--- src/rtl/rm_event_seq_detector.sv ---
// rtl/rm_event_seq_detector.sv - multi-lane event sequence detector; window timeout compiled in with RM_EVT_WINDOW_EN
module rm_event_seq_detector #(
  parameter int NUM_VARS   = 10,
  parameter int NUM_LANES  = 5,
  parameter int LEAF_EVENT = 0,
  parameter int CNT_W      = 8,
  localparam int LW        = (NUM_LANES > 1) ? $clog2(NUM_LANES) : 1
) (
  input  logic                clk_i,
  input  logic                rst_ni,
  input  logic [NUM_VARS-1:0] signal_i,
  input  logic [NUM_VARS-1:0] ref_val_i,
  input  logic [NUM_VARS-1:0] mask_i,
  input  logic                monitor_ins_i,
  input  logic [LW-1:0]       lane_i,
  input  logic                reset_lane_i,
  input  logic [CNT_W-1:0]    threshold_i,
  input  logic [CNT_W-1:0]    window_i,
  output logic                probe_val_o,
  output logic [LW-1:0]       lane_o,
  output logic                reset_lane_o,
  output logic                event_o,
  output logic [CNT_W-1:0]    hit_count_o
);

  typedef enum logic {ST_IDLE = 1'b0, ST_ARMED = 1'b1} lane_state_e;

  localparam logic [CNT_W-1:0] CNT_MAX     = {CNT_W{1'b1}};
  localparam logic [CNT_W-1:0] CNT_ONE     = CNT_W'(1);
  localparam logic [LW:0]      NUM_LANES_W = (LW + 1)'(NUM_LANES);

  lane_state_e      r_state     [NUM_LANES];
  logic [CNT_W-1:0] r_hit       [NUM_LANES];
  lane_state_e      w_state_nxt [NUM_LANES];
  logic [CNT_W-1:0] w_hit_nxt   [NUM_LANES];
`ifdef RM_EVT_WINDOW_EN
  logic [CNT_W-1:0] r_win       [NUM_LANES];
  logic [CNT_W-1:0] w_win_nxt   [NUM_LANES];
`else
  logic             w_unused_window;
  assign w_unused_window = ^window_i;
`endif

  logic             w_lane_ok;
  logic             w_match;
  logic             w_fire;
  logic [CNT_W-1:0] w_thr;
  logic [CNT_W-1:0] w_hit_out;

  logic             r_probe;
  logic [LW-1:0]    r_lane;
  logic             r_reset_lane;
  logic             r_event;
  logic [CNT_W-1:0] r_hit_count;

  function automatic logic [CNT_W-1:0] sat_inc(input logic [CNT_W-1:0] v);
    return (v == CNT_MAX) ? CNT_MAX : v + CNT_ONE;
  endfunction

  // Qualify the probe: valid lane, instruction present, every enabled bit equal to its reference
  always_comb begin
    w_lane_ok = ({1'b0, lane_i} < NUM_LANES_W);
    w_match   = monitor_ins_i & w_lane_ok & (&(~mask_i | ~(signal_i ^ ref_val_i)));
    w_thr     = (threshold_i == '0) ? CNT_ONE : threshold_i;
  end

  // Per-lane next state: lane clear beats match, match beats window expiry
  always_comb begin
    w_fire    = 1'b0;
    w_hit_out = '0;
    for (int l = 0; l < NUM_LANES; l++) begin
      w_state_nxt[l] = r_state[l];
      w_hit_nxt[l]   = r_hit[l];
`ifdef RM_EVT_WINDOW_EN
      w_win_nxt[l]   = r_win[l];
`endif
      if (w_lane_ok && (lane_i == LW'(l)) && reset_lane_i) begin
        w_state_nxt[l] = ST_IDLE;
        w_hit_nxt[l]   = '0;
`ifdef RM_EVT_WINDOW_EN
        w_win_nxt[l]   = '0;
`endif
      end else if (w_lane_ok && (lane_i == LW'(l)) && w_match) begin
        if (r_state[l] == ST_IDLE) begin
          if (w_thr == CNT_ONE) begin
            w_fire       = 1'b1;
            w_hit_nxt[l] = '0;
          end else begin
            w_state_nxt[l] = ST_ARMED;
            w_hit_nxt[l]   = CNT_ONE;
          end
        end else if (sat_inc(r_hit[l]) >= w_thr) begin
          w_fire         = 1'b1;
          w_state_nxt[l] = ST_IDLE;
          w_hit_nxt[l]   = '0;
        end else begin
          w_hit_nxt[l] = sat_inc(r_hit[l]);
        end
`ifdef RM_EVT_WINDOW_EN
        w_win_nxt[l] = '0;
`endif
      end else if (r_state[l] == ST_ARMED) begin
`ifdef RM_EVT_WINDOW_EN
        if ((window_i != '0) && (sat_inc(r_win[l]) >= window_i)) begin
          w_state_nxt[l] = ST_IDLE;
          w_hit_nxt[l]   = '0;
          w_win_nxt[l]   = '0;
        end else begin
          w_win_nxt[l] = sat_inc(r_win[l]);
        end
`endif
      end
      if (w_lane_ok && (lane_i == LW'(l))) begin
        w_hit_out = w_hit_nxt[l];
      end
    end
  end

  // Lane state and counters
  always_ff @(posedge clk_i or negedge rst_ni) begin
    if (!rst_ni) begin
      for (int l = 0; l < NUM_LANES; l++) begin
        r_state[l] <= ST_IDLE;
        r_hit[l]   <= '0;
`ifdef RM_EVT_WINDOW_EN
        r_win[l]   <= '0;
`endif
      end
    end else begin
      for (int l = 0; l < NUM_LANES; l++) begin
        r_state[l] <= w_state_nxt[l];
        r_hit[l]   <= w_hit_nxt[l];
`ifdef RM_EVT_WINDOW_EN
        r_win[l]   <= w_win_nxt[l];
`endif
      end
    end
  end

  // Registered outputs, all one cycle behind the probed instruction
  always_ff @(posedge clk_i or negedge rst_ni) begin
    if (!rst_ni) begin
      r_probe      <= 1'b0;
      r_lane       <= '0;
      r_reset_lane <= 1'b0;
      r_event      <= 1'b0;
      r_hit_count  <= '0;
    end else begin
      r_probe      <= w_match;
      r_lane       <= lane_i;
      r_reset_lane <= ((LEAF_EVENT != 0) && monitor_ins_i) ? 1'b1 : reset_lane_i;
      r_event      <= w_fire;
      r_hit_count  <= w_hit_out;
    end
  end

  assign probe_val_o  = r_probe;
  assign lane_o       = r_lane;
  assign reset_lane_o = r_reset_lane;
  assign event_o      = r_event;
  assign hit_count_o  = r_hit_count;

endmodule

--- config.mk ---
export PLATFORM = sky130hd
export DESIGN_NAME = rm_event_seq_detector
export DESIGN_NICKNAME = d
export VERILOG_FILES = /design/src/rtl/rm_event_seq_detector.sv
export SDC_FILE = /design/constraint.sdc
export NUM_CORES = 1
export LEC_CHECK = 0
export CAP_MARGIN = 20
export CORE_AREA = 2 2 102 104
export CTS_CLUSTER_SIZE = 16
export DETAILED_ROUTE_END_ITERATION = 7
export DIE_AREA = 0 0 104 106
export GPL_ROUTABILITY_DRIVEN = 0
export GPL_TIMING_DRIVEN = 0
export PLACE_DENSITY = 0.77
export SYNTH_ARGS = -nofsm -noshare
export SYNTH_HDL_FRONTEND = slang
export SYNTH_SLANG_ARGS = --single-unit
--- constraint.sdc ---
create_clock -name clk_i -period 3.4 [get_ports clk_i]
set_input_delay 0.51 -clock clk_i [delete_from_list [all_inputs] [get_ports clk_i]]
set_output_delay 0.51 -clock clk_i [all_outputs]
set_load 0.01 [all_outputs]
# Word level (Yosys, flattened, before mapping)

Cells that the tools add are included.

Register bits after elaboration: 59
Input port bits: 53
Output and inout bits: 14

Add/sub/neg operators: 5
Magnitude comparators: 6
Eq/ne operators: 10
Multiplexer cells: 78
Bitwise logic cells: 6
Reductions and logical operators: 23

Operators with widths:

| kind                  | count |
|---|---|
| $mux W8               | 31 |
| $mux W1               | 47 |
| $add A8 B1 Y8 const B | 5 |
| $eq A8 B8 Y1 const B  | 5 |
| $ge A8 B8 Y1          | 5 |
| $not A10 Y10          | 2 |
| $logic_and A1 B1 Y1   | 15 |
| $or A10 B10 Y10       | 1 |
| $reduce_and A10 Y1    | 1 |
| $reduce_bool A2 Y1    | 5 |
| $xor A10 B10 Y10      | 1 |
| $eq A8 B1 Y1 const B  | 1 |
| $logic_not A8 Y1      | 1 |
| $eq A3 B2 Y1 const B  | 2 |
| $eq A3 B1 Y1 const B  | 1 |
| $eq A3 B3 Y1 const B  | 1 |
| $logic_not A3 Y1      | 1 |
| $lt A3 B3 Y1 const B  | 1 |
| $and A1 B1 Y1         | 2 |

# Longest topological paths before layout

Depth after elaboration: 24
Mapped depth: 16
Gate-level depth less buffers: 15

# Worst setup path before layout

No wires, ideal clock.

Path type: input to register
Start point: input port threshold_i[2]
End point: register r_hit_count[3], in the netlist hit_count_o[3]
Library setup time: 0.082 ns
Data arrival time: 3.525 ns
Setup slack: -0.207 ns
Stages: 13
Cells stage by stage: clkbuf_1 > nor4_1 > or2_2 > ha_1 > nand2b_1 > a21o_1 > maj3_1 > a21oi_1 > and3_1 > buf_4 > a221oi_2 > or4_1 > a31oi_1

Word-level cells in the longest chain between the ends: 12
Elaborated cells on any way between the ends: 32
Classes of those cells: order compare: 5; mux: 26; reduce/logical: 1

RTL lines:

| element                | RTL line | source |
|---|---|---|
| start: declaration     | 17       | `input logic [CNT_W-1:0] threshold_i,` |
| $logic_not A8 Y1       | 64       | `w_thr = (threshold_i == '0) ? CNT_ONE : threshold_i;` |
| $mux W8 (*)            | 64       |  |
| $ge A8 B8 Y1           | 92       | `end else if (sat_inc(r_hit[l]) >= w_thr) begin` |
| $mux W8                | 92       |  |
| $mux W8                | 84       | `if (r_state[l] == ST_IDLE) begin` |
| $mux W8                | 83       | `end else if (w_lane_ok && (lane_i == LW'(l)) && w_match) begin` |
| $mux W8                | 77       | `if (w_lane_ok && (lane_i == LW'(l)) && reset_lane_i) begin` |
| $mux W8 (4 in series)  | 113      | `if (w_lane_ok && (lane_i == LW'(l))) begin` |
| $mux W8 (*)            | 113      |  |
| named net w_hit_out[3] | 48       | `logic [CNT_W-1:0] w_hit_out;` |
| end signal: assignment | 153      | `r_hit_count <= w_hit_out;` |
| end: declaration       | 54       | `logic [CNT_W-1:0] r_hit_count;` |

The timed path passes the listed nets; every way through them passes the cells marked *.
A chain may end at the register's enable or synchronous reset.

# Final worst setup path

Start point: input port threshold_i[7]
End point: register r_hit_count[3], in the netlist hit_count_o[3]

Same word-level chain as after synthesis.

==> run metrics <==
placed cell areas=between 0.005 and 0.006 mm²; PnR worst setup slack=roughly 13 ps; Avg Cell Area, Syn=roughly 8 µm²; I/O pins=between 60 and 70; Initial Util=about half; Die X=104 µm; clock power share=39.6%; Finished Cell Area=around 0.0066 mm²; clock latency at the later pin of the worst-skew pair=370 ps; Synth-to-Final Area Change=33.7%; first-pass GRT wire length=approximately 26000 µm; CP max-delay cell=or4_4; Compound-Gate Fraction of Synth Area=23.1%; HPWL after DPL=11700 µm; sequential power share=between 30% and 40%; max-cap viol count=0; adder-cell share of the synthesized area=a little over a tenth; WP buf/inv=3; Critical Path Fanout Max=6; DIE AREA=0.0110 mm²; Final setup violation count=0; Final Slew Violations=0; total CTS buffers=9; Clock Skew=about 16 ps; period utilization=between 90 and 100%; data required time of the critical path=3680 ps; drt first pass iters=7; slew margin rel.=a little over two fifths; I/O Buffers=57; mux cell area share after synthesis=roughly 1.8%; post-synthesis cell area=0.00493 mm²; antenna violations before repair=0; sequential fraction of the synthesis area=30.0%; CTS Root Cell=clkbuf_8; Core ar.=between 0.009 and 0.01 mm²; Startpoint Class=input port; status=finished clean; drt initial violations=~560; Final nets=810; crit path time final=around 3400 ps; Synth cell types=71; VDD IR max=~0.00018 V; layout cell share with drive strength beyond 1=approximately 21%; Hold Vio Cnt, Final=0; pre-CTS setup slack=-1380 ps; clk buf depth=2; power per cell area=a little under 300 mW/mm²; P_int=~1300 µW; Die Ht=between 100 and 150 µm; Post-Synthesis Cells=about 620; CTS clock-pin slew for the worst setup and hold paths=around 80 ps; WL/cell=about 20 µm; Ant. Diodes=0; Via density=between 6 and 7; syn nets=just over 700; Setup Crit Path Kind=input port to flip-flop; fraction of synthesized cell area in xor and xnor cells=4.09%; CTS Sinks=roughly 60; synthesis warning total=0; worst path cell trace=dlygate4sd2_1 > inv_4 > nand4_1 > nor4_4 > or2_4 > ha_1 > nand2b_4 > a21o_1 > maj3_2 > a21oi_2 > and3_4 > buf_6 > a221oi_2 > or4_4 > a31oi_4; Pleak=between 0.002 and 0.003 µW; Synth Flop Type=dfrtp_1; Data arrival, critical path=3660 ps; Worst setup EP type=flip-flop; FMAX=0.295 GHz; P_sw=approximately 570 µW; Top Family by Delay on Critical Path=simple AND/OR/NAND/NOR gates; H-tree levels=3; largest family of logic cells by synthesized area=simple AND/OR/NAND/NOR gates; Hold Path Class=input port to asynchronous set/reset pin; drc violations=0; largest net degree at the start of global routing=33; asr flop ratio synth=100%; Synth Area in Simple Gates=between 20% and 30%; Post-synth EDFFs=0; drt total wl=around 17000 µm; worst-margin pin slew=840 ps; ANT nets after route=0; remaining global-route overflow=0; Net Sw Frac=between 20 and 30%; CTS tree=yes; Synth Register Bits=59; vias in the first global route=approximately 5200; logic gate share of total power=between 20% and 30%; Tot GR Track Use=between 30 and 40%; slowest stage delay, CP=between 400 and 500 ps; Row Count=37; total number of vias=5504
==> cell usage after synthesis, types with 3 or more instances <==
cell / instances / area, µm²
nand2b_1: 11 / 68.8
nor2b_1: 4 / 25.0
a22oi_1: 14 / 105
a21oi_1: 55 / 275
xnor2_1: 8 / 70.1
o21a_1: 5 / 37.5
or3_1: 6 / 37.5
mux2_2: 5 / 56.3
a31oi_1: 12 / 75.1
and4_1: 5 / 43.8
o211ai_1: 4 / 30.0
nor2_1: 52 / 195
and3_1: 8 / 50.1
buf_2: 8 / 40.0
a211oi_1: 3 / 22.5
clkbuf_1: 13 / 48.8
o31ai_1: 7 / 52.6
nor3b_1: 3 / 22.5
nand3_1: 37 / 185
nand4_1: 14 / 87.6
o22ai_1: 4 / 25.0
a21o_1: 7 / 52.6
ha_1: 40 / 500
and2_1: 9 / 56.3
a211o_1: 3 / 26.3
nand2_1: 82 / 308
a21boi_0: 3 / 22.5
inv_1: 23 / 86.3
or2_2: 7 / 43.8
nor3_1: 11 / 55.1
o21ai_0: 25 / 125
o221ai_1: 3 / 26.3
xor2_1: 15 / 131
mux2i_1: 3 / 30.0
dfrtp_1: 59 / 1480
buf_4: 4 / 30.0
==> cell usage in the layout, fill, tap and decap left out, types with 13 or more instances in the layout <==
cell              n
nand3_1          35
nand4_1          14
nand2_1          80
ha_1             34
clkdlybuf4s50_1  50
o21ai_0          21
dfrtp_1          55
xor2_1           15
a21oi_1          47
inv_1            19
nor2_1           49
buf_4            32
a22oi_1          13
==> final cells by class <==
class / count / area, µm²
multi-input combinational: 505 / 3610
buffer: 28 / 154
sequential: 59 / 1480
tap: 136 / 170
timing repair buffer: 90 / 842
fill: 819 / 3410
clock buffer: 10 / 138
inverter: 24 / 106
clock inverter: 6 / 88.8
==> power groups by stage <==
stage | combinational, µW | sequential (µW) | clock [µW]
floorplan | 178 | 752 | 0
global placement | 316 | 751 | 0
detailed placement | 328 | 752 | 0
CTS | 368 | 738 | 760
global route | 436 | 744 | 796
finish | 410 | 743 | 755
==> flip-flops by register name, indices dropped and copies added, names as in the netlist <==
signal	flops
event_o	1
hit_count_o	8
lane_o	3
probe_val_o	1
r_hit	40
r_state	5
reset_lane_o	1
==> metrics by stage <==
step	util [%]	instances	total power (µW)	hold slack, ps	TNS, ps
4_1_cts	62.7	844	1870	194	0
3_5_place_dp	57.0	812	1080	503	-33780
2_1_floorplan	-	618	929	214	0
6_report	65.9	858	1910	175	0
5_1_grt	65.9	858	1980	217	-85.4
3_3_place_gp	56.9	811	1070	501	-35050
==> kinds of logic (layout without fill, tap and decap cells) <==
kind of cell | count (synthesis) | after routing
XOR/XNOR | 23 | 23
adder cells (fa/ha/maj) | 42 | 42
AND/OR/NAND/NOR | 259 | 259
multiplexers | 8 | 8
buffers and inverters | 54 | 158
flip-flops | 59 | 59
AO/OA/AOI/OAI | 173 | 173
==> repair_timing <==
| item | CTS | global route |
|---|---|---|
| setup buffers | 17 | 15 |
| resized for setup | 52 | 53 |
| hold buffers | 0 | 0 |
| pin swaps | 18 | 20 |
| endpoints found under the setup margin | 48 | 11 |
==> path summary, 6_finish.rpt <==
kind / from / to / cells past startpoint / slack, ps
worst min-delay path: rst_ni / r_hit[18] / 1 / 180
max in group asynchronous: rst_ni / r_hit[2] / 2 / 2580
min in group clk_i: r_state[3] / r_state[3] / 2 / 530
worst max register to register: r_hit[1] / hit_count_o[0] / 12 / 60
worst min register to register: r_state[3] / r_state[3] / 2 / 530
worst max-delay path: threshold_i[7] / hit_count_o[3] / 15 / 10
==> routing by layer <==
| metal | vias to the layer above | global-route usage, % | wire (µm) |
|---|---|---|---|
| met5 | - | 0 | 0 |
| met4 | 0 | 16.2 | 946 |
| met3 | 98 | 8.34 | 1950 |
| met2 | 391 | 49.6 | 7950 |
| met1 | 2544 | 35.9 | 6330 |
| li1 | 2471 | - | - |
No activity file was read; power rests on OpenSTA's default activity.
